### src/rtl/imem_pkg.sv
// Package: imem_pkg
// Shared definitions for the instruction-memory access arbiter:
//   - default RAM geometry (word-address width, instruction width)
//   - response owner encoding
//   - byte-address legality check (word alignment + inside RAM range)
package imem_pkg;

   localparam int ADDR_W_DEF = 10;
   localparam int DATA_W_DEF = 32;

   typedef enum logic [1:0] {
      OWN_NONE  = 2'd0,
      OWN_FETCH = 2'd1,
      OWN_LOAD  = 2'd2
   } owner_t;

   // Returns 1 when a byte address is misaligned or lies beyond a RAM of
   // 2**aw words, i.e. any bit above addr[aw+1] is set.
   function automatic logic addr_bad(input logic [31:0] addr, input int unsigned aw);
      logic [31:0] hi_mask;
      hi_mask = ~((32'd1 << (aw + 2)) - 32'd1);
      return (addr[1:0] != 2'b00) || ((addr & hi_mask) != 32'd0);
   endfunction

endpackage

### src/rtl/imem_rr_arb2.sv
// Module: imem_rr_arb2
// Two-way round-robin arbiter with a mask on requester A.
// Ports:
//   clk, rst      clock / asynchronous active-low reset
//   req_a, req_b  requests (A = fetch, B = loader)
//   mask_a        when high, requester A is never granted
//   gnt_a, gnt_b  one-hot (or zero) grants, combinational
// The last-grant pointer resets to B so that A wins the first contention,
// and it only moves on a cycle that actually grants someone.
module imem_rr_arb2 (
   input  logic clk,
   input  logic rst,
   input  logic req_a,
   input  logic req_b,
   input  logic mask_a,
   output logic gnt_a,
   output logic gnt_b
);

   logic last_b_reg;
   logic last_b_next;
   logic req_a_eff;

   assign req_a_eff = req_a & ~mask_a;

   always_comb begin
      gnt_a       = 1'b0;
      gnt_b       = 1'b0;
      last_b_next = last_b_reg;
      if (req_a_eff && req_b) begin
         // contention: whoever was not served last time goes now
         gnt_a = last_b_reg;
         gnt_b = ~last_b_reg;
      end else begin
         gnt_a = req_a_eff;
         gnt_b = req_b;
      end
      if (gnt_a || gnt_b) begin
         last_b_next = gnt_b;
      end
   end

   always_ff @(posedge clk or negedge rst) begin
      if (!rst) begin
         last_b_reg <= 1'b1;
      end else begin
         last_b_reg <= last_b_next;
      end
   end

endmodule

### src/rtl/imem_access_arbiter.sv
// Module: imem_access_arbiter
// Shares one single-port synchronous instruction RAM between the core fetch
// port (read-only) and the loader/debug port (read/write).
// Ports:
//   clk, rst                       clock / asynchronous active-low reset
//   f_req, f_addr                  fetch request, byte address
//   f_gnt, f_rvalid, f_rdata, f_err fetch grant and 1-cycle-later response
//   ld_req, ld_we, ld_addr, ld_wdata, ld_lock   loader request side
//   ld_gnt, ld_rvalid, ld_rdata, ld_err          loader grant / response
//   mem_en, mem_we, mem_addr, mem_wdata, mem_rdata  RAM interface
//   core_stall                     fetch blocked by lock or lost arbitration
// Grants are combinational; the response owner and error flag are
// registered so the response lines up with the RAM's 1-cycle read latency.
module imem_access_arbiter
   import imem_pkg::*;
#(
   parameter int ADDR_W = ADDR_W_DEF,
   parameter int DATA_W = DATA_W_DEF
) (
   input  logic              clk,
   input  logic              rst,
   input  logic              f_req,
   input  logic [31:0]       f_addr,
   output logic              f_gnt,
   output logic              f_rvalid,
   output logic [DATA_W-1:0] f_rdata,
   output logic              f_err,
   input  logic              ld_req,
   input  logic              ld_we,
   input  logic [31:0]       ld_addr,
   input  logic [DATA_W-1:0] ld_wdata,
   input  logic              ld_lock,
   output logic              ld_gnt,
   output logic              ld_rvalid,
   output logic [DATA_W-1:0] ld_rdata,
   output logic              ld_err,
   output logic              mem_en,
   output logic              mem_we,
   output logic [ADDR_W-1:0] mem_addr,
   output logic [DATA_W-1:0] mem_wdata,
   input  logic [DATA_W-1:0] mem_rdata,
   output logic              core_stall
);

   logic   f_bad, ld_bad;
   logic   gnt_f, gnt_l;
   logic   good_f, good_l;
   owner_t own_reg, own_next;
   logic   err_reg, err_next;
   logic   wr_reg, wr_next;

   assign f_bad  = addr_bad(f_addr, ADDR_W);
   assign ld_bad = addr_bad(ld_addr, ADDR_W);

   // Requests are qualified with rst so every output stays low during reset.
   imem_rr_arb2 u_arb (
      .clk    (clk),
      .rst    (rst),
      .req_a  (f_req & rst),
      .req_b  (ld_req & rst),
      .mask_a (ld_lock),
      .gnt_a  (gnt_f),
      .gnt_b  (gnt_l)
   );

   assign f_gnt      = gnt_f;
   assign ld_gnt     = gnt_l;
   assign core_stall = rst & (ld_lock | (f_req & ~gnt_f));

   always_comb begin
      good_f    = gnt_f & ~f_bad;
      good_l    = gnt_l & ~ld_bad;
      mem_en    = good_f | good_l;
      mem_we    = good_l & ld_we;
      mem_addr  = '0;
      mem_wdata = '0;
      if (good_l) begin
         mem_addr  = ld_addr[ADDR_W+1:2];
         mem_wdata = ld_wdata;
      end else if (good_f) begin
         mem_addr  = f_addr[ADDR_W+1:2];
      end

      // An errored grant still owns next cycle's response slot.
      own_next = OWN_NONE;
      err_next = 1'b0;
      wr_next  = 1'b0;
      if (gnt_f) begin
         own_next = OWN_FETCH;
         err_next = f_bad;
      end else if (gnt_l) begin
         own_next = OWN_LOAD;
         err_next = ld_bad;
         wr_next  = ld_we;
      end
   end

   always_ff @(posedge clk or negedge rst) begin
      if (!rst) begin
         own_reg <= OWN_NONE;
         err_reg <= 1'b0;
         wr_reg  <= 1'b0;
      end else begin
         own_reg <= own_next;
         err_reg <= err_next;
         wr_reg  <= wr_next;
      end
   end

   assign f_rvalid  = (own_reg == OWN_FETCH);
   assign ld_rvalid = (own_reg == OWN_LOAD);
   assign f_err     = f_rvalid & err_reg;
   assign ld_err    = ld_rvalid & err_reg;
   assign f_rdata   = (f_rvalid && !err_reg) ? mem_rdata : '0;
   assign ld_rdata  = (ld_rvalid && !err_reg && !wr_reg) ? mem_rdata : '0;

endmodule
### config.mk
export PLATFORM = sky130hd
export DESIGN_NAME = imem_access_arbiter
export DESIGN_NICKNAME = d
export VERILOG_FILES = /design/src/rtl/imem_pkg.sv /design/src/rtl/imem_rr_arb2.sv /design/src/rtl/imem_access_arbiter.sv
export SDC_FILE = /design/constraint.sdc
export NUM_CORES = 1
export LEC_CHECK = 0
export ABC_AREA = 1
export BUFFER_PORTS_ARGS = -buffer_cell sky130_fd_sc_hd__buf_2
export CELL_PAD_IN_SITES_DETAIL_PLACEMENT = 0
export CELL_PAD_IN_SITES_GLOBAL_PLACEMENT = 1
export CORE_UTILIZATION = 13
export DETAILED_ROUTE_END_ITERATION = 8
export GPL_TIMING_DRIVEN = 0
export PLACE_DENSITY_LB_ADDON = 0.1
export SYNTH_ARGS = -nofsm -noshare
export SYNTH_HDL_FRONTEND = slang
export SYNTH_SLANG_ARGS = --single-unit
export TNS_END_PERCENT = 10
### constraint.sdc
create_clock -name clk -period 1.94 [get_ports clk]
set_clock_uncertainty 0.1 [all_clocks]
set_input_delay 0.388 -clock clk [delete_from_list [all_inputs] [get_ports clk]]
set_output_delay 0.388 -clock clk [all_outputs]
set_load 0.005 [all_outputs]
* After elaboration in Yosys (flattened, before gate mapping)
Cells that the tools add are included.
Storage, ports and cells: bits in registers 5, word-level logic and storage cells 49
Operators by class: equal/unequal tests 2, mux-type cells 13, bitwise gates (word level) 17, reduce and logical (&&, ||, !) cells 13
Operators by type and width (count):
- $mux 32 | 3
- $reduce_bool 32->1 | 2
- $mux 10 | 2
- $and 1x1->1 | 10
- $mux 1 | 6
- $not 1->1 | 5
- $logic_and 1x1->1 | 4
- $mux 2 | 2
- $reduce_bool 2->1 | 2
- $logic_or 1x1->1 | 3
- $eq 2x1->1 const B | 1
- $eq 2x2->1 const B | 1
- $logic_not 1->1 | 2
- $or 1x1->1 | 2

* Depth between registers and ports, before layout
depth after elaboration 8, mapped depth 8

* By module
A second synthesis with hierarchy kept.
Unflattened totals: cell total of the unflattened synthesis 287, area total of the unflattened synthesis 1285.0 um^2
Modules (own cells, without submodules):
- imem_access_arbiter | times used 1, cells each 274, area an instance 1211.2 um^2
- imem_rr_arb2 | times used 1, cells each 13, area an instance 73.8 um^2

* Worst setup path before layout
Ideal clock, no wire load.
kind input to output, from in ld_addr[1], to out mem_wdata[22], arrival time 1.227 ns, slack 0.225 ns, stages 7, buffers on the path 1, cells stage by stage or2_1 nor2_2 inv_1 nor2_4 nand2_4 buf_6 nor2_1
On the way: word-level cells in the longest chain between the ends 5
RTL lines:
- start: declaration | RTL line imem_access_arbiter.sv:30 | input logic [31:0] ld_addr,
- $reduce_bool 2->1 | RTL line imem_pkg.sv:22 | return (addr[1:0] != 2'b00) || ((addr & hi_mask) != 32'd0);
- $logic_or 1x1->1 | RTL line imem_pkg.sv:22
- $not 1->1 | RTL line imem_access_arbiter.sv:72 | good_l = gnt_l & ~ld_bad;
- $and 1x1->1 | RTL line imem_access_arbiter.sv:72
- $mux 32 | RTL line imem_access_arbiter.sv:77 | if (good_l) begin
- end: declaration | RTL line imem_access_arbiter.sv:40 | output logic [DATA_W-1:0] mem_wdata,
No other way between the ends.

* Final worst setup path
from in ld_addr[1], to out mem_addr[5]
On the way: word-level cells in the longest chain between the ends 5
RTL lines:
- $reduce_bool 2->1 | RTL line imem_pkg.sv:22
- $logic_or 1x1->1 | RTL line imem_pkg.sv:22
- $not 1->1 | RTL line imem_access_arbiter.sv:72
- $and 1x1->1 | RTL line imem_access_arbiter.sv:72
- $mux 10 | RTL line imem_access_arbiter.sv:77
- end: declaration | RTL line imem_access_arbiter.sv:39 | output logic [ADDR_W-1:0] mem_addr,
No other way between the ends.

==> out/metrics.cfg <==
[synth]
synth_edf_count = 0
ys.flop_type = dfrtp_1
synthTopCellsByArea = nor2_1 (33%), inv_1 (22%), nand3_1 (8.5%)
mappedNetlistNets = 416
yosysMostFrequentCell = nor2_1
synth_cells = 282
synth.cell_area_um2 = 1290
synth_top_cell_by_area = nor2_1
ys_ff_latch = 5
yosys.area.top_type_share_pct = 33.46
ys_warn_count = 0
avgSynthCellArea_um2 = 4.574
seq_area_frac_synth_pct = 9.796
async_flop_share_pct = 100.0
ys_types = 18
ys_top_cells_by_count = nor2_1 (115), inv_1 (75), nand2_1 (27)

[sta]
layout_setup_ws_ns = -0.1023
maxSlewViolCount = 0
post-route-min-period_ns = 2.042
hold_viol = 0
finalSetupViolations = 39
fmax_ghz = 0.4896
fin_tns_setup_ns = -2.664
worstMarginPinSlew_ns = 0.2004
relSlewSlack_pct = 86.50
rsz0062_at_grt = true
finalCritPeriodShare_pct = 105.3

[setup_path]
timing.rr.end = err_reg
crit_arrival_ns = 1.55
reg2reg_depth = 5
startpoint_type = input port
critPathCapture = mem_addr[5]
r2r_start = u_arb.last_b_reg
cp_max_fo = 5
cp-end-kind = output pin
criticalPathCategory = input port to output pin
cp-startpoint = ld_addr[1]
cp.required_ns = 1.45
reg2reg_setup_slack_ns = 0.72

[clocking]
cts_tree = done
clockBufferDepth = 2
cts-htree-levels = 1
insertion_delay_ns = 0.22
clk_pin_slew_ns = 0.04
clock-root-buffer = clkbuf_8
cts_sinks = 5
numCtsBuffers = 3

[status]
status = finished with violations
failed_checks = setup timing

[finish]
fin_util_pct = 31.95
area_delta_synth_final_pct = 133.2
fillers = 1092
multiInputGateArea_um2 = 910.9
largest_reg_flops = 2
nets = 677
antenna_cells = 0
seqCellArea_um2 = 126.4
drive_gt1_share_pct = 58.12

[die]
die_h_um = 101.6
initial_core_util_pct = 13.70
core_area_um2 = 9415
rows = 35
dieArea_um2 = 10330
die_x_um = 101.6
io_pins = 249

[power]
p_total_w = 0.0006344
seqPwrFrac_pct = 19.1
p_per_area_nw_per_um2 = 210.9
p_leak_nw = 2.152
swShare_pct = 32.75
ir_drop_mv = 0.1331
intPower_w = 0.0004266
clkPwrFrac_pct = 29.7
power_frac_comb_pct = 51.3
switchingPower_w = 0.0002077

[drt]
routed_wl_um = 7530
drt_pass1_iterations = 4
vias = 2518
dr.first_iter.drc_count = 45
drc = 0
wl_per_cell_um = 11.22
vias_per_cell = 3.753
ant_nets = 0

[placed_design]
dp_slack_ns = -0.1492
dp_hpwl_um = 6544
gp_congestion = 0.7059
numPortBuffers = 248

[global_route]
grt_start_max_net_pins = 12
grt_pass1_vias = 2205
antenna_found_initial = 0
grt_overflow_total = 0
grt_pass1_wl_um = 10160
grt_use_total_pct = 12.70

[job]
cap_violations = 0

[min_path]
hold_class = input port to asynchronous set/reset pin

==> worst min path at each step <==
| stage | startpoint | to | slack [ns] | cells past startpoint |
|---|---|---|---|---|
| detailed placement | rst | own_reg[0] | 0.13 | 1 |
| global placement | rst | own_reg[0] | 0.13 | 1 |
| global route | rst | u_arb.last_b_reg | 0.07 | 1 |
| CTS | rst | u_arb.last_b_reg | 0.06 | 1 |
| finish | rst | u_arb.last_b_reg | 0.06 | 1 |
| floorplan | rst | err_reg | -0.008 | 0 |
==> area by class of cell <==
type | instances | share of cell area, %
Timing Repair Buffer | 256 | 45.22
Multi-Input combinational cell | 189 | 30.28
Sequential cell | 5 | 4.201
Inverter | 75 | 9.443
Tap cell | 129 | 5.366
Buffer | 13 | 3.993
Clock buffer | 4 | 1.498
==> layout by cell type (no fill, tap or decap) <==
cell type	netlist	routed
clkbuf_16	0	1
nand2_4	1	1
dfstp_2	1	1
nand4_1	2	2
inv_1	75	72
buf_2	3	247
nand2_1	27	23
buf_8	0	3
clkbuf_8	0	3
inv_2	0	2
inv_4	0	1
nor2_2	12	23
buf_6	3	11
nor2_1	115	98
clkbuf_1	6	1
or2_1	2	2
nand3_2	0	5
nor3_1	3	3
nand2_2	0	4
nor2_4	1	7
o21bai_1	1	1
dlygate4sd3_1	0	1
buf_4	1	4
dfrtp_1	4	4
o21ai_0	3	3
nand3_1	22	17
clkbuf_2	0	2
==> per-stage QoR <==
stage | instances | hold slack (ns) | instance area (um2)
2_1_floorplan | 282 | -0.007591 | 1290
3_3_place_gp | 659 | 0.1305 | 2693
3_5_place_dp | 659 | 0.1304 | 2693
4_1_cts | 668 | 0.05945 | 2897
5_1_grt | 671 | 0.06613 | 3008
6_report | 671 | 0.05948 | 3008
==> power groups by stage <==
stage          combinational [W]  clock, W  sequential, W
2_1_floorplan           0.000107         0       0.000120
3_3_place_gp            0.000299         0       0.000121
3_5_place_dp            0.000301         0       0.000122
4_1_cts                 0.000323  0.000192       0.000121
5_1_grt                 0.000369  0.000203       0.000122
6_report                0.000325  0.000188       0.000121
==> per-layer routing <==
layer,vias up,part of all wire [%],global-route usage [%]
met1,1048,32,11.49
met3,2,10,3.106
li1,1313,-,-
met4,0,0.33,2.007
met5,-,0,0
met2,155,57,27.81
==> worst max-delay path, stage by stage <==
cell and delay, ns:
buf_6 0.09, or2_1 0.22, nor2_2 0.14, inv_2 0.05
nor2_4 0.16, buf_4 0.14, buf_6 0.12, nand3_2 0.05
nand2_1 0.06, buf_2 0.12
==> repair_timing <==
| item | 4_1_cts | 5_1_grt |
|---|---|---|
| pin swaps | 15 | 7 |
| resized for setup | 39 | 26 |
| setup endpoints to repair | 105 | 103 |
| hold endpoints to repair | 4 | 0 |
| gates cloned | 2 | 1 |
| buffers inserted | 2 | 2 |
| hold buffers | 1 | 0 |
==> cells by family after synthesis <==
family	synth area share, %
buf+inv	27.93
simple gates	60.52
compound gates	1.746
flops	9.797
Note: power is estimated with default switching activity, not from simulation.
